<file path="src/rtl/ipm_red_decode_if.sv">
// Bundles the job-input and result-output handshakes of the IPM-RED decoder.
interface ipm_red_decode_if #(
  parameter int V = 8
);
  logic           in_valid;
  logic           in_ready;
  logic [V*8-1:0] z;
  logic [V*8-1:0] l1;
  logic [V*8-1:0] l2;
  logic           out_valid;
  logic           out_ready;
  logic [7:0]     x1;
  logic [7:0]     x2;
  logic           fault;
  logic           fault_sticky;

  modport master (
    output in_valid, z, l1, l2, out_ready,
    input  in_ready, out_valid, x1, x2, fault, fault_sticky
  );

  modport slave (
    input  in_valid, z, l1, l2, out_ready,
    output in_ready, out_valid, x1, x2, fault, fault_sticky
  );
endinterface

</file>
<file path="src/rtl/ipm_red_decode.sv">
// Sequential IPM-RED decoder: x1=<L1,Z>, x2=<L2,Z> over GF(2^8), one share per cycle.
// A mismatch between the two inner products flags a fault on the unmasked value.
module ipm_red_decode #(
  parameter int V = 8
) (
  input  logic             clk,
  input  logic             rst_n,
  ipm_red_decode_if.slave  bus
);
  localparam int KW = (V > 1) ? $clog2(V) : 1;
  localparam logic [KW-1:0] K_LAST = KW'(V - 1);

  localparam logic [1:0] S_IDLE = 2'd0;
  localparam logic [1:0] S_ACC  = 2'd1;
  localparam logic [1:0] S_FIN  = 2'd2;
  localparam logic [1:0] S_DONE = 2'd3;

  logic [1:0]     r_state;
  logic [KW-1:0]  r_k;
  logic [V*8-1:0] r_z;
  logic [V*8-1:0] r_l1;
  logic [V*8-1:0] r_l2;
  logic [7:0]     r_acc1;
  logic [7:0]     r_acc2;
  logic [7:0]     r_x1;
  logic [7:0]     r_x2;
  logic           r_fault;
  logic           r_fault_sticky;
  logic           r_out_valid;

  logic [7:0]     w_zk;
  logic [7:0]     w_l1k;
  logic [7:0]     w_l2k;
  logic [7:0]     w_p1;
  logic [7:0]     w_p2;

  // Shift-and-add GF(2^8) multiply, reduction by x^8+x^4+x^3+x+1.
  function automatic logic [7:0] gmul8(input logic [7:0] a, input logic [7:0] b);
    logic [7:0] p;
    logic [7:0] aa;
    p  = 8'h00;
    aa = a;
    for (int i = 0; i < 8; i++) begin
      if (b[i]) p = p ^ aa;
      aa = {aa[6:0], 1'b0} ^ (aa[7] ? 8'h1B : 8'h00);
    end
    return p;
  endfunction

  assign w_zk  = r_z[8*int'(r_k) +: 8];
  assign w_l1k = r_l1[8*int'(r_k) +: 8];
  assign w_l2k = r_l2[8*int'(r_k) +: 8];
  assign w_p1  = gmul8(w_l1k, w_zk);
  assign w_p2  = gmul8(w_l2k, w_zk);

  // FIN is a one-cycle stage that registers the finished accumulators into the outputs.
  always_ff @(posedge clk) begin
    if (!rst_n) begin
      r_state        <= S_IDLE;
      r_k            <= '0;
      r_acc1         <= 8'h00;
      r_acc2         <= 8'h00;
      r_x1           <= 8'h00;
      r_x2           <= 8'h00;
      r_fault        <= 1'b0;
      r_fault_sticky <= 1'b0;
      r_out_valid    <= 1'b0;
    end else begin
      case (r_state)
        S_IDLE: begin
          if (bus.in_valid) begin
            r_z     <= bus.z;
            r_l1    <= bus.l1;
            r_l2    <= bus.l2;
            r_acc1  <= 8'h00;
            r_acc2  <= 8'h00;
            r_k     <= '0;
            r_state <= S_ACC;
          end
        end
        S_ACC: begin
          r_acc1 <= r_acc1 ^ w_p1;
          r_acc2 <= r_acc2 ^ w_p2;
          if (r_k == K_LAST) begin
            r_state <= S_FIN;
          end else begin
            r_k <= r_k + 1'b1;
          end
        end
        S_FIN: begin
          r_x1           <= r_acc1;
          r_x2           <= r_acc2;
          r_fault        <= (r_acc1 != r_acc2);
          r_fault_sticky <= r_fault_sticky | (r_acc1 != r_acc2);
          r_out_valid    <= 1'b1;
          r_state        <= S_DONE;
        end
        S_DONE: begin
          if (bus.out_ready) begin
            r_out_valid <= 1'b0;
            r_state     <= S_IDLE;
          end
        end
        default: r_state <= S_IDLE;
      endcase
    end
  end

  assign bus.in_ready     = (r_state == S_IDLE);
  assign bus.out_valid    = r_out_valid;
  assign bus.x1           = r_x1;
  assign bus.x2           = r_x2;
  assign bus.fault        = r_fault;
  assign bus.fault_sticky = r_fault_sticky;
endmodule

</file>
<file path="src/flat_wrapper.sv">
// flat-port wrapper written by rule: the top's interface ports become plain ports
module ipm_red_decode_flat 
#(
  parameter int V = 8
)
  (clk, rst_n, bus_in_valid, bus_z, bus_l1, bus_l2, bus_out_ready, bus_in_ready, bus_out_valid, bus_x1, bus_x2, bus_fault, bus_fault_sticky);
  ipm_red_decode_if #(.V(V)) bus_i ();
  input  logic clk;
  input  logic rst_n;
  input wire logic [$bits(bus_i.in_valid)-1:0] bus_in_valid;
  input wire logic [$bits(bus_i.z)-1:0] bus_z;
  input wire logic [$bits(bus_i.l1)-1:0] bus_l1;
  input wire logic [$bits(bus_i.l2)-1:0] bus_l2;
  input wire logic [$bits(bus_i.out_ready)-1:0] bus_out_ready;
  output wire logic [$bits(bus_i.in_ready)-1:0] bus_in_ready;
  output wire logic [$bits(bus_i.out_valid)-1:0] bus_out_valid;
  output wire logic [$bits(bus_i.x1)-1:0] bus_x1;
  output wire logic [$bits(bus_i.x2)-1:0] bus_x2;
  output wire logic [$bits(bus_i.fault)-1:0] bus_fault;
  output wire logic [$bits(bus_i.fault_sticky)-1:0] bus_fault_sticky;
  assign bus_i.in_valid = bus_in_valid;
  assign bus_i.z = bus_z;
  assign bus_i.l1 = bus_l1;
  assign bus_i.l2 = bus_l2;
  assign bus_i.out_ready = bus_out_ready;
  assign bus_in_ready = bus_i.in_ready;
  assign bus_out_valid = bus_i.out_valid;
  assign bus_x1 = bus_i.x1;
  assign bus_x2 = bus_i.x2;
  assign bus_fault = bus_i.fault;
  assign bus_fault_sticky = bus_i.fault_sticky;
  ipm_red_decode #(.V(V)) u_core (.clk(clk), .rst_n(rst_n), .bus(bus_i));
endmodule
</file>
<file path="config.mk">
export PLATFORM = sky130hd
export DESIGN_NAME = ipm_red_decode_flat
export DESIGN_NICKNAME = d
export VERILOG_FILES = /design/src/rtl/ipm_red_decode_if.sv /design/src/rtl/ipm_red_decode.sv /design/src/flat_wrapper.sv
export SDC_FILE = /design/constraint.sdc
export NUM_CORES = 1
export LEC_CHECK = 0
export BUFFER_PORTS_ARGS = -buffer_cell sky130_fd_sc_hd__buf_2
export CORE_AREA = 2 2 149 151
export CTS_CLUSTER_SIZE = 40
export DETAILED_ROUTE_END_ITERATION = 8
export DIE_AREA = 0 0 151 153
export PLACE_DENSITY = 0.76
export SYNTH_ARGS = -nofsm -noshare
export SYNTH_HDL_FRONTEND = slang
export SYNTH_SLANG_ARGS = --single-unit
</file>
<file path="constraint.sdc">
create_clock -name clk -period 13.7 [get_ports clk]
set_clock_uncertainty 0.2 [all_clocks]
set_input_delay 0.685 -clock clk [delete_from_list [all_inputs] [get_ports clk]]
set_output_delay 0.685 -clock clk [all_outputs]
set_load 0.005 [all_outputs]
</file>
# --- Yosys cells after proc, flatten, opt, wreduce, memory -nomap -nowiden ---
# Index checks and enable logic that the tools add are counted.
word_totals:
  input_bits: 196
  mem_bits_ro: 0
  ramBits: 0
  mem_count: 0
  latchBits: 0
  output_inout_bits: 20
  elab_cells: 106
  register_bits: 232
classes:
  n_reduce_logical: 8
  div: 0
  n_mul: 0
  addsub: 1
  eq_ne: 9
  n_bitwise: 31
  n_mux: 42
  order_cmp: 0
  shift: 3
op_table:
  columns: ["op", "n"]
  rows:
  - ["8-bit XOR", 30]
  - ["64-bit by 7-bit variable part select with 8-bit output", 3]
  - ["8-bit two-way mux", 17]
  - ["5-bit two-way mux", 14]
  - ["8-bit one-hot mux with 2 select lines", 2]
  - ["3-bit AND reduction", 3]
  - ["8-bit != test", 1]
  - ["2-bit one-hot mux with 4 select lines", 1]
  - ["2-bit two-way mux", 3]
  - ["3-bit two-way mux", 2]
  - ["2-bit != test, second input constant", 3]
  - ["3-bit one-hot mux with 2 select lines", 1]
  - ["2-bit equality test, second input constant", 2]
  - ["2-bit AND reduction", 2]
  - ["2-bit nonzero test", 2]
  - ["3-bit by 1-bit adder with 3-bit output, second input constant", 1]
  - ["3-bit equality test, second input constant", 1]
  - ["2-bit by 1-bit equality test with 1-bit output, second input constant", 1]
  - ["2-bit zero test", 1]
  - ["2-bit by 1-bit != test with 1-bit output, second input constant", 1]
  - ["1-bit one-hot mux with 2 select lines", 1]
  - ["1-bit two-way mux", 1]
  - ["1-bit bitwise OR", 1]

# --- Longest topological paths before layout ---
# Gate-level depths: netlist (run 1).
logic_depth:
  depth_word: 19
  mapped_depth: 14
  ltp_nobuf: 9

# --- Least setup slack after synthesis (run 1) ---
# Ideal clock, no wire load.
synth_path:
  path_type: "in2reg"
  startpoint: "input rst_n"
  endpoint: "register u_core.r_l1[0], enable pin"
  setup_time_ns: 0.747
  arrival_time_ns: 8.931
  path_buffers: 1
  cell_stages: 3
  slack_ns: 3.822
  t_required_ns: 12.753
  cell_sequence: "inv_1 > clkbuf_1 > nor2_1"
synth_between:
  elab_chain_cells: 1
synth_rtl:
  columns: ["item", "line_no", "text"]
  rows:
  - ["start, declared", "flat_wrapper.sv:9", "input logic rst_n;"]
  - ["3-bit AND reduction (no line)", null, null]
  - ["end signal, assigned", "ipm_red_decode.sv:73", "r_l1 <= bus.l1;"]
  - ["end, declared", "ipm_red_decode.sv:21", "logic [V*8-1:0] r_l1;"]
# No other way between the ends.
# A chain may end at the register's enable or synchronous reset.

# --- Final worst setup path (run 1) ---
layout_path:
  startpoint: "register u_core.r_k[0]"
  endpoint: "register u_core.r_acc1[7]"
layout_between:
  elab_chain_cells: 18
  word_cells_on_any_way: 30
  cone_classes: "2 x shift; 13 x mux; 15 x bitwise"
layout_rtl:
  columns: ["item", "line_no", "text"]
  rows:
  - ["start, declared", "ipm_red_decode.sv:19", "logic [KW-1:0] r_k;"]
  - ["start signal, assigned", "ipm_red_decode.sv:87", "r_k <= r_k + 1'b1;"]
  - ["64-bit by 7-bit variable part select with 8-bit output, on equally long branches", "ipm_red_decode.sv:51, ipm_red_decode.sv:50", null]
  - ["8-bit two-way mux / 8-bit XOR (equally long branches)", "ipm_red_decode.sv:44, ipm_red_decode.sv:45", null]
  - ["8-bit XOR", "ipm_red_decode.sv:44", "if (b[i]) p = p ^ aa;"]
  - ["8-bit two-way mux", "ipm_red_decode.sv:44", null]
  - ["8-bit XOR", "ipm_red_decode.sv:44", null]
  - ["8-bit two-way mux", "ipm_red_decode.sv:44", null]
  - ["8-bit XOR", "ipm_red_decode.sv:44", null]
  - ["8-bit two-way mux", "ipm_red_decode.sv:44", null]
  - ["(+2 left out)", null, null]
  - ["8-bit XOR", "ipm_red_decode.sv:44", null]
  - ["8-bit two-way mux", "ipm_red_decode.sv:44", null]
  - ["8-bit XOR", "ipm_red_decode.sv:44", null]
  - ["8-bit two-way mux", "ipm_red_decode.sv:44", null]
  - ["8-bit XOR", "ipm_red_decode.sv:44", null]
  - ["8-bit two-way mux *", "ipm_red_decode.sv:44", null]
  - ["8-bit XOR *", "ipm_red_decode.sv:82", "r_acc1 <= r_acc1 ^ w_p1;"]
  - ["8-bit one-hot mux with 2 select lines *", "ipm_red_decode.sv:69", "case (r_state)"]
  - ["end signal, assigned", "ipm_red_decode.sv:82", null]
  - ["end, declared", "ipm_red_decode.sv:23", "logic [7:0] r_acc1;"]
# Mark *: on every way between the ends. The rest lies on a longest branch, timed or not.

==> flow_summary.json, run 1 <==
{
  "clk_pin_slew_worst_paths_ps": 70,
  "slew_headroom": 0.216,
  "finalHoldViolCount": 0,
  "rr_startpoint": "u_core.r_k[0]$_SDFFE_PN0P_",
  "die_h_um": 153,
  "yosysSeqAreaShare": 0.552,
  "coreArea_mm2": 0.0215,
  "hold_buffers": 0,
  "clockRootBuffer": "clkbuf_16",
  "status": "complete, no violations",
  "worstHoldPathCells": 1,
  "ys_types": 56,
  "wl_per_cell_um": 19.1,
  "drive_gt1_frac": 0.334,
  "power_frac_comb": 0.499,
  "hold_end": "u_core.r_z[7]$_DFFE_PP_",
  "synth_seq_cells": 232,
  "r2r_setup_slack_ps": 8720,
  "place_area_mm2": 0.0132,
  "row_count": 54,
  "cp-start-kind": "register",
  "end_kind": "register",
  "drv_cap": 0,
  "synth_area_leader_cell": "edfxtp_1",
  "die-area_mm2": 0.0231,
  "wl_met1_mm": 10.6,
  "synth_xor_area_frac": 0.127,
  "synth_top_family_by_area": "multiplexers",
  "yosys-mux-area-fraction": 0.167,
  "grt_overflow": 0,
  "setup_viol": 0,
  "p_leak_nw": 5.23,
  "grt_pass1_vias": 7492,
  "synthCells": 826,
  "synth_top_flop_cell": "edfxtp_1",
  "port_buffers": 215,
  "drt.antenna.violating_nets": 0,
  "reg2reg_to": "u_core.r_acc1[7]$_SDFFE_PN0P_",
  "synth_compound_gate_area_share": 0.0539,
  "grt_first_pass_wirelength_mm": 39.6,
  "power.internal_mw": 2.12,
  "async_flop_share": 0,
  "fin_crit_sh": 0.364,
  "fillers": 1569,
  "worst_slew_pin_slew_ps": 1180,
  "critPathRequiredTime_ps": 13950,
  "ir_drop_uv": 141,
  "grt_max_degree": 193,
  "vias_per_cell": 5.65,
  "synth.avg_cell_area_um2": 14.4,
  "die_w_um": 151,
  "p_sw_mw": 1.13,
  "power_density_mw_per_mm2": 232,
  "setup_tns_ps": 0,
  "areaGrowthSynthToFinish_pct": 18.0,
  "pwr-share-clk": 0.211,
  "total_power_mw": 3.25,
  "rsz0062_at_grt": "no",
  "met2WireLength_mm": 12.5,
  "fin_ws_ps": 8720,
  "drt_iter0_markers": 471,
  "synth_adder_area_share": 0.00631,
  "cp_data_arrival_time_ps": 5230,
  "ys_warn_count": 0,
  "criticalPathCategory": "reg -> reg",
  "synth-edff-count": 192,
  "synth_top_area_share": 0.485,
  "fin_nets": 1240,
  "swShare": 0.348,
  "slew_viol_final": 0,
  "antenna_found_initial": 0,
  "period_needed_ps": 4980,
  "fin_area_mm2": 0.0140,
  "synth_area_leaders": "edfxtp_1, mux4_2, dfxtp_1",
  "clkSinkCount": 232,
  "pwr-share-seq": 0.290,
  "first_pass_iters": 5,
  "met3WireLength_mm": 1.91,
  "post-cts-setup-buffer-count": 0,
  "fmax_ghz": 0.201,
  "cp_max_fo": 35,
  "clkLatencyLatePin_ps": 520,
  "n_antenna_cell": 0,
  "holdCritPathClass": "in -> reg",
  "hold_start": "bus_z[7]",
  "yosys.area_share.simple": 0.0722,
  "io_pins": 216,
  "clock_path_buffers": 3,
  "initial_core_util": 0.554,
  "wirelength_mm": 25.5,
  "rr_worst_depth": 10,
  "syn-cell-area_mm2": 0.0119,
  "cts_tree": "done",
  "cts_resized": 0,
  "place.gp.congestion": 0.890,
  "htreeDepth": 1,
  "drc": 0,
  "top_layer": "met4",
  "cts_buffers": 24,
  "synth_fp_nets": 1028,
  "final_util": 0.653,
  "place_ws_ps": 8680,
  "track_usage": 0.222,
  "place_hpwl_mm": 17.8,
  "vias": 7541
}
## state kept, by name, indices dropped and copies added, names as in the netlist
name / cells
u_core.bus.fault: 1
u_core.bus.fault_sticky: 1
u_core.bus.out_valid: 1
u_core.bus.x1: 8
u_core.bus.x2: 8
u_core.r_acc1: 8
u_core.r_acc2: 8
u_core.r_k: 3
u_core.r_l1: 64
u_core.r_l2: 64
u_core.r_state: 2
u_core.r_z: 64
## layout by cell type, fill, tap and decap left out, drive strengths merged, types with 5 or more instances in the layout
cell type and n:
xor2 21, nand2b 9, edfxtp 192, o21ai 19, mux2 16, nor2b 8, a211o 7, bufinv 5
o211ai 8, a211oi 9, nor3 7, buf 226, nor2 113, clkinv 8, mux4 50, a21oi 25
dfxtp 40, ha 6, clkbuf 27, inv 7, or3 12, xnor2 89, mux2i 52, nand2 32
xnor3 22, o211a 6
## area by class of cell
class	instances	area [um^2]	area share
sequential	232	6580	0.468
clock inverter	15	198	0.0141
multi-input combinational	548	5090	0.362
inverter	6	22.5	0.00160
clock buffer	27	633	0.0451
timing repair buffer	226	1170	0.0834
tap	280	350	0.0250
## routing by layer
metal	global-route usage	vias to the layer above
li1	-	3527
met3	0.0430	44
met2	0.367	303
met4	0.0579	0
met1	0.306	3667
met5	0	-
## worst max-delay path, cell delays in order, from the launching register on
cell	delay (ps)
dfxtp_4	590
buf_4	610
mux4_1	650
mux2i_2	730
xnor2_1	280
xnor2_2	470
nor2_1	120
xnor3_1	380
or4_4	520
a21o_1	200
a21oi_2	120
## logic make-up after synthesis
kind of cell | after synthesis
AND/OR/NAND/NOR | 196
AO/OA/AOI/OAI | 96
flip-flops | 232
adder cells (fa/ha/maj) | 6
buffers and inverters | 46
XOR/XNOR | 132
multiplexers | 118
## power by group through the flow
stage | sequential, mW | combinational (mW) | clock [mW]
floorplan | 0.963 | 1.32 | 0
global placement | 0.952 | 1.57 | 0
detailed placement | 0.958 | 1.60 | 0
CTS | 0.944 | 1.61 | 0.699
global route | 0.953 | 1.76 | 0.727
finish | 0.943 | 1.62 | 0.687
## synthesized netlist by cell type (3+ instances only)
cell type and instances:
nor2_1 113, o211ai_1 8, nor2b_1 8, buf_6 3, edfxtp_1 192, clkbuf_1 17
dfxtp_1 40, inv_1 6, o21ai_0 19, xnor2_2 6, nand2_1 32, a22oi_1 3
a31oi_1 4, o22ai_1 3, buf_4 3, xnor3_1 21, o211a_1 6, mux4_2 44
ha_1 6, a211o_1 7, nor3_1 7, mux2_2 16, a21oi_1 24, mux4_1 6
mux2i_2 6, xor2_1 20, mux2i_4 9, or3_1 12, mux2i_1 37, buf_2 15
xnor2_1 83, nand3_1 4, nand2b_1 9, a211oi_1 9
## through the flow
stage | hold WS [ps] | std cells
6_report | 139 | 1334
5_1_grt | 121 | 1334
2_1_floorplan | 266 | 826
3_3_place_gp | 266 | 1292
4_1_cts | 123 | 1334
3_5_place_dp | 279 | 1292
## worst max path at each step
stage	depth (start not counted)	slack (ps)	from	to
6_report	10	8720	u_core.r_k[0]$_SDFFE_PN0P_	u_core.r_acc1[7]$_SDFFE_PN0P_
5_1_grt	10	8450	u_core.r_k[0]$_SDFFE_PN0P_	u_core.r_acc1[7]$_SDFFE_PN0P_
4_1_cts	10	8660	u_core.r_k[0]$_SDFFE_PN0P_	u_core.r_acc1[7]$_SDFFE_PN0P_
3_5_place_dp	10	8680	u_core.r_k[0]$_SDFFE_PN0P_	u_core.r_acc1[7]$_SDFFE_PN0P_
3_3_place_gp	10	8790	u_core.r_k[0]$_SDFFE_PN0P_	u_core.r_acc1[7]$_SDFFE_PN0P_
2_1_floorplan	3	3820	rst_n	u_core.r_l1[0]$_DFFE_PP_
Power figures use the tool's default switching activity.
==> run 2, diff against run 1 <==
--- a/config.mk
+++ b/config.mk
@@ -6,11 +6,11 @@
 export NUM_CORES = 1
 export LEC_CHECK = 0
 export BUFFER_PORTS_ARGS = -buffer_cell sky130_fd_sc_hd__buf_2
-export CORE_AREA = 2 2 149 151
+export CORE_AREA = 2 2 156 158
 export CTS_CLUSTER_SIZE = 40
 export DETAILED_ROUTE_END_ITERATION = 8
-export DIE_AREA = 0 0 151 153
-export PLACE_DENSITY = 0.76
+export DIE_AREA = 0 0 158 160
+export PLACE_DENSITY = 0.73
 export SYNTH_ARGS = -nofsm -noshare
 export SYNTH_HDL_FRONTEND = slang
 export SYNTH_SLANG_ARGS = --single-unit
==> constraint.sdc (replaced) <==
create_clock -name clk -period 4.2 [get_ports clk]
set_clock_uncertainty 0.2 [all_clocks]
set_input_delay 0.21 -clock clk [delete_from_list [all_inputs] [get_ports clk]]
set_output_delay 0.21 -clock clk [all_outputs]
set_load 0.005 [all_outputs]
==> flow_summary.json, run 2 (synthesized netlist as in run 1, its figures left out) <==
{
  "initial_core_util": 0.499,
  "slew_headroom": 0.191,
  "fin_crit_sh": 0.906,
  "cts_tree": "done",
  "drive_gt1_frac": 0.296,
  "layout.cells.non_filler": 1596,
  "cp_data_arrival_time_ps": 4050,
  "critPathRequiredTime_ps": 4450,
  "clkSinkCount": 232,
  "die_w_um": 158,
  "coreArea_mm2": 0.0238,
  "first_pass_iters": 7,
  "status": "complete, no violations",
  "clockRootBuffer": "clkbuf_16",
  "track_usage": 0.264,
  "port_buffers": 215,
  "final_util": 0.679,
  "critPathSlowestCell": "mux4_1",
  "cp_max_fo": 26,
  "dp_cells": 1356,
  "grt_pass1_vias": 8943,
  "die-area_mm2": 0.0253,
  "vias": 8614,
  "total_power_mw": 10.8,
  "wl_per_cell_um": 20.7,
  "met2WireLength_mm": 16.8,
  "crit_family": "XOR/XNOR gates",
  "worst_slew_pin_slew_ps": 1200,
  "period_needed_ps": 3800,
  "met3WireLength_mm": 2.35,
  "grt_first_pass_wirelength_mm": 50.2,
  "fmax_ghz": 0.263,
  "finalHoldViolCount": 0,
  "end_kind": "register",
  "worstPathCellList": "buf_12 -> mux4_1 -> mux2i_4 -> xnor3_2 -> nor2_1 -> xor2_1 -> xnor3_1 -> xor2_1 -> or3_1 -> a21oi_1",
  "grt_overflow": 0,
  "drc": 0,
  "areaGrowthSynthToFinish_pct": 36.0,
  "holdCritPathClass": "in -> reg",
  "drt_iter0_markers": 635,
  "htreeDepth": 1,
  "antenna_found_initial": 2,
  "place_ws_ps": 417,
  "criticalPathCategory": "reg -> reg",
  "drt.antenna.violating_nets": 0,
  "wl_met1_mm": 12.7,
  "final_common_cell": "buf_2",
  "place.gp.congestion": 0.921,
  "setup_tns_ps": 0,
  "clkLatencyLatePin_ps": 540,
  "top_layer": "met4",
  "slew_viol_final": 0,
  "timing.critical_path.buf_inv": 1,
  "io_pins": 216,
  "reg_top3": "u_core.r_l1 x64, u_core.r_l2 x64, u_core.r_z x64",
  "wirelength_mm": 33.1,
  "power_density_mw_per_mm2": 667,
  "fin_ws_ps": 396,
  "die_h_um": 160,
  "rsz0062_at_grt": "no",
  "ir_drop_uv": 386,
  "place_area_mm2": 0.0135,
  "place_hpwl_mm": 19.2,
  "cts_buffers": 24,
  "fin_nets": 1455,
  "clk_pin_slew_worst_paths_ps": 60,
  "vias_per_cell": 5.40,
  "row_count": 57,
  "drv_cap": 0,
  "fin_area_mm2": 0.0162,
  "post-cts-setup-buffer-count": 0,
  "setup_viol": 0,
  "fin_hold_ws_ps": 79.3,
  "p_leak_nw": 6.12,
  "grt_max_degree": 64,
  "crit_top_cell": "xor2_1",
  "cp-start-kind": "register",
  "clock_path_buffers": 3,
  "layout_common_cells": "buf_2, dlygate4sd3_1, edfxtp_1",
  "timing.critical_path.slowest_cell_delay_ps": 630
}
## run 2: timing repair
item                      in CTS  in global routing
resized for setup              0                  0
hold buffers                 195                  0
hold endpoints to repair     198                  0
## run 2: metal layers
metal	track usage	vias up
met2	0.457	414
met1	0.334	4151
met3	0.0478	88
met4	0.0893	0
li1	-	3961
met5	0	-
## run 2: layout make-up
class | count | area, um^2
Clock buffer | 33 | 659
Clock inverter | 10 | 90.1
Antenna cell | 2 | 5.00
Sequential cell | 232 | 6580
Tap cell | 324 | 405
Inverter | 6 | 22.5
Multi-Input combinational cell | 548 | 5090
Timing Repair Buffer | 441 | 3340
Fill cell | 1662 | 7640
## run 2: path summary, 6_finish.rpt
| path | startpoint | to | slack [ps] | cells after the start |
|---|---|---|---|---|
| setup / recovery | u_core.r_k[0]$_SDFFE_PN0P_ | u_core.r_acc2[6]$_SDFFE_PN0P_ | 400 | 10 |
| hold / removal | bus_in_valid | u_core.r_z[14]$_DFFE_PP_ | 80 | 3 |
| setup reg to reg | u_core.r_k[0]$_SDFFE_PN0P_ | u_core.r_acc2[6]$_SDFFE_PN0P_ | 400 | 10 |
| hold reg to reg | u_core.bus.fault$_SDFFE_PN0P_ | u_core.bus.fault$_SDFFE_PN0P_ | 280 | 2 |
## run 2: worst reg2reg max path, stage by stage, from the launching register on
cell     delay [ps]
dfxtp_4         450
buf_12          250
mux4_1          650
mux2i_4         330
xnor3_2         540
nor2_1          160
xor2_1          250
xnor3_1         260
xor2_1          180
or3_1           310
a21oi_1         140
## run 2: power by group
part           internal (mW)  leakage (nW)  switching, mW
Clock                   1.16         0.366          0.915
Combinational           2.85          3.66           2.79
Sequential              2.90          2.10          0.170
==> run 3, diff against run 2 <==
--- a/config.mk
+++ b/config.mk
@@ -6,10 +6,11 @@
 export NUM_CORES = 1
 export LEC_CHECK = 0
 export BUFFER_PORTS_ARGS = -buffer_cell sky130_fd_sc_hd__buf_2
-export CORE_AREA = 2 2 156 158
+export CORE_AREA = 2 2 149 166
 export CTS_CLUSTER_SIZE = 40
 export DETAILED_ROUTE_END_ITERATION = 8
-export DIE_AREA = 0 0 158 160
+export DIE_AREA = 0 0 151 168
+export MAX_ROUTING_LAYER = met4
 export PLACE_DENSITY = 0.73
 export SYNTH_ARGS = -nofsm -noshare
 export SYNTH_HDL_FRONTEND = slang
==> flow_summary.json, run 3 (synthesized netlist as in run 1, its figures left out) <==
{
  "initial_core_util": 0.498,
  "grt_pass1_vias": 8917,
  "cts_tree": "done",
  "wirelength_mm": 33.5,
  "timing.critical_path.slowest_cell_delay_ps": 600,
  "drt_iter0_markers": 725,
  "first_pass_iters": 5,
  "drv_cap": 0,
  "cp-start-kind": "register",
  "slew_viol_final": 0,
  "timing.critical_path.buf_inv": 1,
  "clkLatencyLatePin_ps": 520,
  "antenna_found_initial": 2,
  "layout_common_cells": "buf_2, dlygate4sd3_1, edfxtp_1",
  "cts_resized": 0,
  "grt_max_degree": 54,
  "slew_headroom": 0.294,
  "clkSinkCount": 232,
  "power_density_mw_per_mm2": 669,
  "setup_tns_ps": 0,
  "holdCritPathClass": "in -> reg",
  "finalHoldViolCount": 0,
  "place.gp.congestion": 0.927,
  "dp_cells": 1352,
  "vias": 8646,
  "fmax_ghz": 0.264,
  "coreArea_mm2": 0.0239,
  "worst_slew_pin_slew_ps": 1060,
  "grt_overflow": 0,
  "fin_nets": 1463,
  "worstPathCellList": "buf_4 -> mux4_2 -> mux2i_4 -> xnor2_2 -> xor2_2 -> nand2_1 -> xnor3_1 -> or4_4 -> a21o_1 -> a21oi_2",
  "clk_pin_slew_worst_paths_ps": 70,
  "reg_top3": "u_core.r_l1 x64, u_core.r_l2 x64, u_core.r_z x64",
  "critPathSlowestCell": "mux4_2",
  "clock_path_buffers": 3,
  "crit_family": "multiplexers",
  "ir_drop_uv": 386,
  "rsz0062_at_grt": "no",
  "p_leak_nw": 6.16,
  "cp_max_fo": 16,
  "track_usage": 0.273,
  "criticalPathCategory": "reg -> reg",
  "drc": 0,
  "cts_buffers": 23,
  "vias_per_cell": 5.44,
  "post-cts-setup-buffer-count": 0,
  "htreeDepth": 1,
  "period_needed_ps": 3790,
  "setup_viol": 0,
  "final_common_cell": "buf_2",
  "areaGrowthSynthToFinish_pct": 36.3,
  "io_pins": 216,
  "fin_crit_sh": 0.903,
  "port_buffers": 215,
  "status": "complete, no violations",
  "critPathRequiredTime_ps": 4440,
  "clockRootBuffer": "clkbuf_16",
  "row_count": 60,
  "layout.cells.non_filler": 1589,
  "drt.antenna.violating_nets": 0,
  "drive_gt1_frac": 0.304,
  "die_w_um": 151,
  "wl_per_cell_um": 21.1,
  "die_h_um": 168,
  "hold_buffers": 194,
  "die-area_mm2": 0.0254,
  "end_kind": "register",
  "grt_first_pass_wirelength_mm": 50.3,
  "place_hpwl_mm": 19.5,
  "cp_data_arrival_time_ps": 4040
}
-- run 3: changes by cell type in the layout (fill, tap and decap cells not counted) --
cell,previous run,this run
clkbuf_2,4,2
clkinv_1,4,0
clkbuf_8,2,4
clkinvlp_4,2,1
clkinvlp_2,0,1
dlygate4sd3_1,195,194
clkinv_2,1,4
clkbuf_16,24,23
clkinv_8,1,0
buf_4,25,35
inv_6,0,1
-- run 3: power breakdown --
part,leakage [nW],switching (mW),internal [mW]
Sequential,2.10,0.166,2.90
Clock,0.363,0.894,1.15
Combinational,3.70,2.84,2.89
Total,6.16,3.90,6.94
-- run 3: area by class of cell --
type                    instances  area, um^2
fillers                      1674        7660
flip-flops and latches        232        6580
multi-input cells             548        5090
repair buffers                450        3400
clock buffers                  32         652
well taps                     310         388
clock inverters                 9        80.1
inverters                       6        22.5
diodes                          2        5.00
-- run 3: worst paths after layout --
check                                 from                       endpoint  slack (ps)  cells past startpoint
max reg2reg     u_core.r_k[0]$_SDFFE_PN0P_  u_core.r_acc1[7]$_SDFFE_PN0P_         410                     10
max             u_core.r_k[0]$_SDFFE_PN0P_  u_core.r_acc1[7]$_SDFFE_PN0P_         410                     10
min                           bus_in_valid     u_core.r_k[1]$_SDFFE_PN0P_          80                      4
min reg2reg  u_core.bus.fault$_SDFFE_PN0P_  u_core.bus.fault$_SDFFE_PN0P_         290                      2
-- run 3: per-layer routing --
metal / global-route usage / up-vias / share of wire
li1: - / 3971 / -
met1: 0.324 / 4208 / 0.37
met2: 0.472 / 384 / 0.53
met3: 0.0390 / 83 / 0.063
met4: 0.101 / 0 / 0.039
met5: - / - / 0
-- run 3: worst reg2reg max path: stages (launching register included) --
cell     delay [ps]
dfxtp_4         370
buf_4           320
mux4_2          600
mux2i_4         400
xnor2_2         270
xor2_2          280
nand2_1          90
xnor3_1         370
or4_4           520
a21o_1          200
a21oi_2         120
-- run 3: metrics by stage --
step                      setup slack, ps   util  cell area [um^2]  hold slack (ps)  power, mW
after CTS                             443  0.679             16200             58.8       10.7
final                                 405  0.679             16200             79.2       10.8
after floorplan                      27.1      -             11900              109       7.39
after detailed placement              445  0.567             13500              188       8.55
after global routing                  206  0.679             16200              129       11.4
after global placement                483  0.567             13500              187       8.45
